<file path="src/rtl/mem_io_bridge.sv">
// mem_io_bridge: byte-wide CPU bus bridge to 128KB RAM and a memory-mapped
// I/O window (a[17:16]==2'b11). Provides one-cycle read return, a UART TX
// FIFO, RX byte pop, a free-running cycle counter with byte snapshot, and a
// program-stop handshake that drains a 0x00 terminator before stopping.
// Ports:
//   clk_in, rst_in          clock, async active-low reset
//   rdy_in                  cpu ready; gates counter and cpu-side side effects
//   cpu_a/cpu_dout/cpu_wr   cpu access; cpu_din returns read data next cycle
//   io_buffer_full          TX FIFO near full (registered)
//   ram_a/ram_dout/ram_we   RAM request (combinational); ram_din one cycle later
//   rx_data/rx_valid/rx_pop UART RX byte and its pop strobe
//   tx_data/tx_valid/tx_ready UART TX FIFO head handshake
//   program_stop            sticky, set once the terminator has drained
module mem_io_bridge #(
  parameter int unsigned TX_DEPTH    = 16,
  parameter int unsigned FULL_MARGIN = 2,
  parameter int unsigned RAM_AW      = 17
) (
  input  logic              clk_in,
  input  logic              rst_in,
  input  logic              rdy_in,
  input  logic [31:0]       cpu_a,
  input  logic [7:0]        cpu_dout,
  input  logic              cpu_wr,
  output logic [7:0]        cpu_din,
  output logic              io_buffer_full,
  output logic [RAM_AW-1:0] ram_a,
  output logic [7:0]        ram_dout,
  output logic              ram_we,
  input  logic [7:0]        ram_din,
  input  logic [7:0]        rx_data,
  input  logic              rx_valid,
  output logic              rx_pop,
  output logic [7:0]        tx_data,
  output logic              tx_valid,
  input  logic              tx_ready,
  output logic              program_stop
);

  localparam int unsigned PW = $clog2(TX_DEPTH);
  localparam int unsigned CW = PW + 1;

  typedef enum logic [1:0] {S_RUN, S_DRAIN, S_STOPPED} state_t;
  typedef enum logic [1:0] {SRC_ZERO, SRC_RAM, SRC_RX, SRC_SNAP} src_t;

  state_t        state, state_nx;
  src_t          rd_src, rd_src_nx;
  logic [1:0]    rd_byte;
  logic [7:0]    rx_hold;
  logic [31:0]   cycle_cnt;
  logic [31:0]   snapshot;

  logic [7:0]    fifo_mem [TX_DEPTH];
  logic [PW-1:0] wr_ptr, rd_ptr;
  logic [CW-1:0] count;
  logic [CW-1:0] free_cnt;
  logic          fifo_full;
  logic          push, pop;
  logic [7:0]    push_data;

  logic          io_sel, io_wr;
  logic          is_data, is_ctl, is_snap;
  logic [15:0]   off;
  logic          unused_addr;

  // Address decode
  assign io_sel  = (cpu_a[17:16] == 2'b11);
  assign off     = cpu_a[15:0];
  assign is_data = (off == 16'h0000);
  assign is_ctl  = (off == 16'h0004);
  assign is_snap = (off[15:2] == 14'h0001);
  assign io_wr   = cpu_wr & io_sel & rdy_in;
  assign unused_addr = ^cpu_a[31:18];

  // RAM request path
  assign ram_a    = cpu_a[RAM_AW-1:0];
  assign ram_dout = cpu_dout;
  assign ram_we   = cpu_wr & ~io_sel & rdy_in;

  // RX pop and counter snapshot happen in the access cycle
  assign rx_pop = ~cpu_wr & io_sel & is_data & rx_valid & rdy_in;

  // TX FIFO status
  assign fifo_full = (count == CW'(TX_DEPTH));
  assign free_cnt  = CW'(TX_DEPTH) - count;
  assign tx_valid  = (count != '0);
  assign tx_data   = fifo_mem[rd_ptr];
  assign pop       = tx_valid & tx_ready;

  // Next-state and FIFO push decision; the terminator bypasses the zero filter
  always_comb begin
    state_nx  = state;
    push      = 1'b0;
    push_data = cpu_dout;
    case (state)
      S_RUN: begin
        if (io_wr && is_data && (cpu_dout != 8'h00) && !fifo_full) begin
          push = 1'b1;
        end else if (io_wr && is_ctl && !fifo_full) begin
          push      = 1'b1;
          push_data = 8'h00;
          state_nx  = S_DRAIN;
        end
      end
      S_DRAIN: begin
        // Terminator was the last entry, so empty means it was accepted
        if (count == '0) state_nx = S_STOPPED;
      end
      S_STOPPED: state_nx = S_STOPPED;
      default:   state_nx = S_RUN;
    endcase
  end

  // Source of next cycle's read data
  always_comb begin
    rd_src_nx = SRC_ZERO;
    if (!cpu_wr) begin
      if (!io_sel)      rd_src_nx = SRC_RAM;
      else if (is_data) rd_src_nx = rx_pop ? SRC_RX : SRC_ZERO;
      else if (is_snap) rd_src_nx = SRC_SNAP;
      else              rd_src_nx = SRC_ZERO;
    end
  end

  // Read data mux, one cycle after the access
  always_comb begin
    cpu_din = 8'h00;
    case (rd_src)
      SRC_RAM: cpu_din = ram_din;
      SRC_RX:  cpu_din = rx_hold;
      SRC_SNAP: begin
        case (rd_byte)
          2'd0:    cpu_din = snapshot[7:0];
          2'd1:    cpu_din = snapshot[15:8];
          2'd2:    cpu_din = snapshot[23:16];
          default: cpu_din = snapshot[31:24];
        endcase
      end
      default: cpu_din = 8'h00;
    endcase
  end

  // FSM state and sticky stop flag
  always_ff @(posedge clk_in or negedge rst_in) begin
    if (!rst_in) begin
      state        <= S_RUN;
      program_stop <= 1'b0;
    end else begin
      state        <= state_nx;
      program_stop <= (state_nx == S_STOPPED);
    end
  end

  // Read-return registers, counter and snapshot
  always_ff @(posedge clk_in or negedge rst_in) begin
    if (!rst_in) begin
      rd_src    <= SRC_ZERO;
      rd_byte   <= 2'd0;
      rx_hold   <= 8'h00;
      cycle_cnt <= 32'd0;
      snapshot  <= 32'd0;
    end else begin
      rd_src  <= rd_src_nx;
      rd_byte <= off[1:0];
      if (rx_pop) rx_hold <= rx_data;
      if (~cpu_wr & io_sel & is_ctl & rdy_in) snapshot <= cycle_cnt;
      if (rdy_in) cycle_cnt <= cycle_cnt + 32'd1;
    end
  end

  // TX FIFO storage
  always_ff @(posedge clk_in) begin
    if (push) fifo_mem[wr_ptr] <= push_data;
  end

  // TX FIFO pointers, occupancy and near-full flag
  always_ff @(posedge clk_in or negedge rst_in) begin
    if (!rst_in) begin
      wr_ptr         <= '0;
      rd_ptr         <= '0;
      count          <= '0;
      io_buffer_full <= 1'b0;
    end else begin
      if (push) wr_ptr <= wr_ptr + PW'(1);
      if (pop)  rd_ptr <= rd_ptr + PW'(1);
      if (push && !pop)      count <= count + CW'(1);
      else if (pop && !push) count <= count - CW'(1);
      io_buffer_full <= (free_cnt <= CW'(FULL_MARGIN));
    end
  end

endmodule
</file>
<file path="config.mk">
export PLATFORM = sky130hd
export DESIGN_NAME = mem_io_bridge
export DESIGN_NICKNAME = d
export VERILOG_FILES = /design/src/rtl/mem_io_bridge.sv
export SDC_FILE = /design/constraint.sdc
export NUM_CORES = 1
export LEC_CHECK = 0
export CORE_UTILIZATION = 46
export DETAILED_ROUTE_END_ITERATION = 6
export DONT_BUFFER_PORTS = 1
export GPL_ROUTABILITY_DRIVEN = 0
export HOLD_SLACK_MARGIN = 0.15
export PLACE_DENSITY = 0.61
export SYNTH_ARGS = -nofsm -noshare
export SYNTH_HDL_FRONTEND = slang
export SYNTH_SLANG_ARGS = --single-unit
</file>
<file path="constraint.sdc">
create_clock -name clk_in -period 3 [get_ports clk_in]
set_input_delay 0.45 -clock clk_in [delete_from_list [all_inputs] [get_ports clk_in]]
set_output_delay 0.45 -clock clk_in [all_outputs]
set_load 0.005 [all_outputs]
</file>
Word-level counts from Yosys, hierarchy flattened
Memories as Yosys holds them, arrays and structs flattened.
Index checks and enable logic that the tools add are counted.

word-level totals
  input bits = 62
  output and inout port bits = 46
  memories = 1
  bits in writable memories = 128
  flip-flop bits (word level) = 93

operators by class
  eq/ne operators = 12
  magnitude comparators = 1
  bitwise logic cells = 13
  add/sub/neg operators = 6
  reductions and logical operators = 17
  muxes and demuxes = 21

memories
  memory    words  bits a word  read ports  clocked after memory_dff  write ports  line  text
  fifo_mem  16     8            1           0                         1            53    logic [7:0] fifo_mem [TX_DEPTH];

operators with widths
  kind                   number
  $pmux 8 s3             2
  $add 32x1->32 const B  1
  $mux 8                 3
  $eq 16x3->1 const B    1
  $logic_not 16->1       1
  $mux 2                 8
  $eq 14x1->1 const B    1
  $eq 2x2->1 const B     6
  $and 1x1->1            11
  $mux 5                 2
  $add 4x1->4 const B    2
  $reduce_bool 8->1      1
  $logic_and 1x1->1      7
  $eq 2x1->1 const B     3
  $pmux 2 s3             1
  $add 5x1->5 const B    1
  $eq 5x5->1 const B     1
  $le 5x2->1 const B     1
  $logic_not 5->1        1
  $mux 1                 5
  $reduce_bool 5->1      1
  $sub 5x1->5 const B    1
  $sub 5x5->5 const A    1
  $logic_not 2->1        2
  3 further kinds        6

Longest topological paths before layout
  depth after elaboration = 12
  gate-level depth with buffers = 16
  depth with buffers taken out = 15

Worst setup path after synthesis
Ideal clock, no wire load.

  path kind = reg2reg
  start = reg count[0]
  end = reg count[4]
  clock period less this slack = 3.253 ns
  path slack = -0.253 ns
  library setup time = 0.123 ns
  data required time = 2.877 ns
  arrival time = 3.131 ns
  stages on the path, launching flop included = 17
  cells stage by stage = dfrtp_1 inv_1 ha_1 nor3b_1 ha_1 nor3_1 nand4_1 nor4b_2 buf_2 ha_1 inv_1 fa_1 a21o_1 a21oi_1 xnor2_1 nor2_1 xnor2_1

on the way
  cells in the longest elaborated chain, start to end = 9
  elaborated cells between the ends (all ways) = 18
  classes of those cells = add/sub: 2; eq/ne: 1; mux: 5; bitwise: 1; reduce/logical: 9

RTL lines
  what                         line    text
  from (decl)                  55      logic [CW-1:0] count;
  from (signal assigned)       186     if (push && !pop) count <= count + CW'(1);
  from (signal assigned)       187     else if (pop && !push) count <= count - CW'(1);
  $eq 5x5->1 (*)               84      assign fifo_full = (count == CW'(TX_DEPTH));
  $logic_not 1->1 (*)          97, 99
  $logic_and 1x1->1            99      end else if (io_wr && is_ctl && !fifo_full) begin
  $mux 1                       99
  $mux 1 (*)                   97      if (io_wr && is_data && (cpu_dout != 8'h00) && !fifo_full) begin
  $mux 1 (*)                   95      case (state)
  named net push               58      logic push, pop;
  $logic_not 1->1              187
  $logic_and 1x1->1            187
  $reduce_bool 2->1 (no line)  -

The timed path passes the listed nets; every way through them passes the cells marked *. The select of a mux whose other input is x is not followed.
A chain may end at the register's enable or synchronous reset.

Worst setup path after layout
  start = reg count[1]
  end = reg count[4]

on the way
  cells in the longest elaborated chain, start to end = 9
  elaborated cells between the ends (all ways) = 18
  classes of those cells = add/sub: 2; eq/ne: 1; mux: 5; bitwise: 1; reduce/logical: 9

RTL lines
  what                         line
  $eq 5x5->1                   84
  $logic_not 1->1              97, 99
  $logic_and 1x1->1            99
  $mux 1                       99
  $mux 1                       97
  $mux 1                       95
  $logic_not 1->1              187
  $logic_and 1x1->1            187
  $reduce_bool 2->1 (no line)  -

Parallel ways exist; a longest one is shown, timed or not. The select of a mux whose other input is x is not followed.

==> results.sh <==
export IMPL_outcome="complete, no violations"
export IMPL_start_util_pct=46.9
export IMPL_p_sw_share_pct=28.3
export IMPL_yosys_warnings=0
export IMPL_tightest_slew_ps=739
export IMPL_p_leak_nw=4.35
export IMPL_avgSynthCellArea_um2=15.3
export IMPL_design_area_um2=11100
export IMPL_hpwl_um=12800
export IMPL_crit_required_ps=3390
export IMPL_grt_pass1_vias=5291
export IMPL_cts_tree="built"
export IMPL_wl_per_cell_um=19.9
export IMPL_place_area_um2=10100
export IMPL_r2r_slack_ps=90
export IMPL_finalHoldViolCount=0
export IMPL_peakVddDrop_mv=0.400
export IMPL_end_kind="flop"
export IMPL_syn_inst=648
export IMPL_antenna_found_initial=0
export IMPL_worst_setup_path_type="flop to flop"
export IMPL_drc=0
export IMPL_die_w_um=149
export IMPL_fmax_ghz=0.343
export IMPL_synth_seq_cells=221
export IMPL_finalSetupViolations=0
export IMPL_hold_start="cpu_wr"
export IMPL_cts_buffer_depth=3
export IMPL_ys_types=50
export IMPL_final_cell_mix="edfxtp_1, dfrtp_1, xnor2_1, mux2_4, mux2_2"
export IMPL_cts_inserted_buffers=23
export IMPL_drt_iter0_markers=276
export IMPL_ant_nets=0
export IMPL_muxShareOfSynthArea_pct=16.0
export IMPL_syn_area_um2=9900
export IMPL_r2r_cells=15
export IMPL_rsz0062_at_grt="true"
export IMPL_portBuffers=0
export IMPL_hold_path_class="input port to flop"
export IMPL_worst_path_buf_inv=2
export IMPL_arrival_ps=3310
export IMPL_clock_latency_ps=510
export IMPL_diodes=0
export IMPL_grt_max_degree=94
export IMPL_p_int_w=0.00570
export IMPL_min_period_ps=2910
export IMPL_drv_slew=0
export IMPL_core_um2=21100
export IMPL_syn_num_nets=725
export IMPL_grtUsageTotal_pct=17.6
export IMPL_crit_chain="inv_1, ha_2, nor3b_1, ha_2, nor3_4, nand4_1, nor4b_4, ha_4, inv_2, fa_2, a21o_1, a21oi_2, xnor2_1, nor2_1, xnor2_1"
export IMPL_pwr_share_seq_pct=45.2
export IMPL_dr_pass1_iters=6
export IMPL_fp_dieH_um=149
export IMPL_synthSimpleGateAreaFrac_pct=7.71
export IMPL_comb_power_share_pct=21.5
export IMPL_worstReg2RegStart="count[1]"
export IMPL_slowest_delay_ps=350
export IMPL_worstHoldPathCells=2
export IMPL_crit_fanout=4
export IMPL_ioPinCount=108
export IMPL_fin_nets=739
export IMPL_fin_worst_skew_ps=13.2
export IMPL_period_share_pct=97.1
export IMPL_maxCapViolations=0
export IMPL_drt_vias_per_instance=5.51
export IMPL_drive_gt1_share_pct=25.6
export IMPL_yosysSeqAreaShare_pct=62.3
export IMPL_rows=53
export IMPL_async_reset_ff_share_pct=42.1
export IMPL_grt_overflow=0
export IMPL_cts_root_buf="clkbuf_16"
export IMPL_layout_commonest_cell="edfxtp_1"
export IMPL_cts_sinks=221
export IMPL_synth_compound_area_share_pct=4.04
export IMPL_r2r_end="count[4]"
export IMPL_p_clk_share_pct=33.3
export IMPL_synthAdderAreaFrac_pct=1.97
export IMPL_path_clk_slew_ps=60
export IMPL_hold_ws_ps=244
export IMPL_syn_to_final_growth_pct=12.0
export IMPL_synth_edff_count=128
export IMPL_critical_path_top_delay_family="adder cells"
export IMPL_crit_slowest_cell="dfrtp_1"
export IMPL_vias=5252
export IMPL_power_w=0.00794
export IMPL_synth_top_family_by_area="multiplexers"
export IMPL_wl_um=19000
export IMPL_fp_dieArea_um2=22100
export IMPL_cp_start_kind="flop"
export IMPL_htreeDepth=1
export IMPL_synth_ff_type="edfxtp_1"
export IMPL_synth_xor_area_share_pct=3.72
export IMPL_hold_end="rd_src[1]"
export IMPL_grt_pass1_wl_um=29600
export IMPL_power_per_cell_area_nw_per_um2=716
export IMPL_max_slew_margin_pct=50.5
export IMPL_switching_power_w=0.00225
==> flip-flops by register name, summed over array words and instances (netlist names) <==
signal,flops
fifo_mem,128
cycle_cnt,32
snapshot,32
rx_hold,8
count,5
rd_ptr,4
wr_ptr,4
rd_byte,2
rd_src,2
state,2
io_buffer_full,1
program_stop,1
==> worst max path at each step <==
stage                         from  endpoint  slack [ps]  depth (start not counted)
after floorplan           count[0]  count[4]        -120                         16
after global placement    count[0]  count[4]         -40                         15
after detailed placement  count[0]  count[4]        -120                         15
after CTS                 count[0]  count[4]          20                         15
after global routing      count[0]  count[4]        -140                         15
final                     count[1]  count[4]          90                         15
==> area by class of cell <==
type | count | area (µm²)
flip-flops and latches | 221 | 6170
repair buffers | 43 | 415
inverters | 14 | 52.6
clock inverters | 14 | 111
fillers | 1690 | 10000
clock buffers | 28 | 594
well taps | 275 | 344
multi-input cells | 359 | 3390
==> kinds of logic (layout without fill, tap and decap cells) <==
logic type,after synthesis,count (layout)
flops,221,221
buf+inv,68,99
simple gates,130,130
compound gates,62,62
fa+ha+maj,15,15
xor+xnor,42,42
mux,110,110
==> cell usage after synthesis (10+ instances only) <==
cell	number	area [µm²]
dfrtp_1	93	2330
xnor2_1	32	280
ha_1	14	175
buf_4	25	188
and3_1	14	87.6
a21oi_1	13	65.1
mux4_2	24	541
nor2_1	17	63.8
nand4_1	13	81.3
clkbuf_1	13	48.8
mux2_2	29	327
mux2_4	30	450
nand3_1	12	60.1
o21ai_0	21	105
inv_1	14	52.6
nand2_1	27	101
xor2_1	10	87.6
nor2b_1	13	81.3
mux2i_1	27	270
edfxtp_1	128	3840
==> metrics by stage <==
step | utilization (%) | setup TNS (ps) | std cells | setup slack, ps
after floorplan | - | -122 | 648 | -122
after global placement | 48.1 | -35.3 | 894 | -35.3
after detailed placement | 48.1 | -163 | 894 | -124
after CTS | 52.3 | 0 | 952 | 15.5
after global routing | 52.6 | -136 | 954 | -136
final | 52.6 | 0 | 954 | 87.8
==> routing by layer <==
metal | vias to the layer above | wire, µm | GRT usage [%]
li1 | 2435 | - | -
met5 | - | 0 | 0
met4 | 0 | 342 | 4.43
met2 | 82 | 9690 | 30.2
met3 | 27 | 600 | 2.39
met1 | 2708 | 8400 | 23.5
==> power by group through the flow <==
stage / sequential, W / clock, W / combinational, W
detailed placement: 0.00365 / 0 / 0.00166
global placement: 0.00365 / 0 / 0.00161
CTS: 0.00359 / 0.00271 / 0.00171
global route: 0.00362 / 0.00280 / 0.00188
floorplan: 0.00350 / 0 / 0.00131
finish: 0.00359 / 0.00265 / 0.00170
==> timing repair <==
action / CTS / global route
endpoints found under the setup margin: 2 / 188
resized for setup: 1 / 14
pin swaps: 3 / 2
hold buffers: 15 / 0
setup buffers: 1 / 2
endpoints found under the hold margin: 109 / 0
No activity file was read; power rests on OpenSTA's default activity.
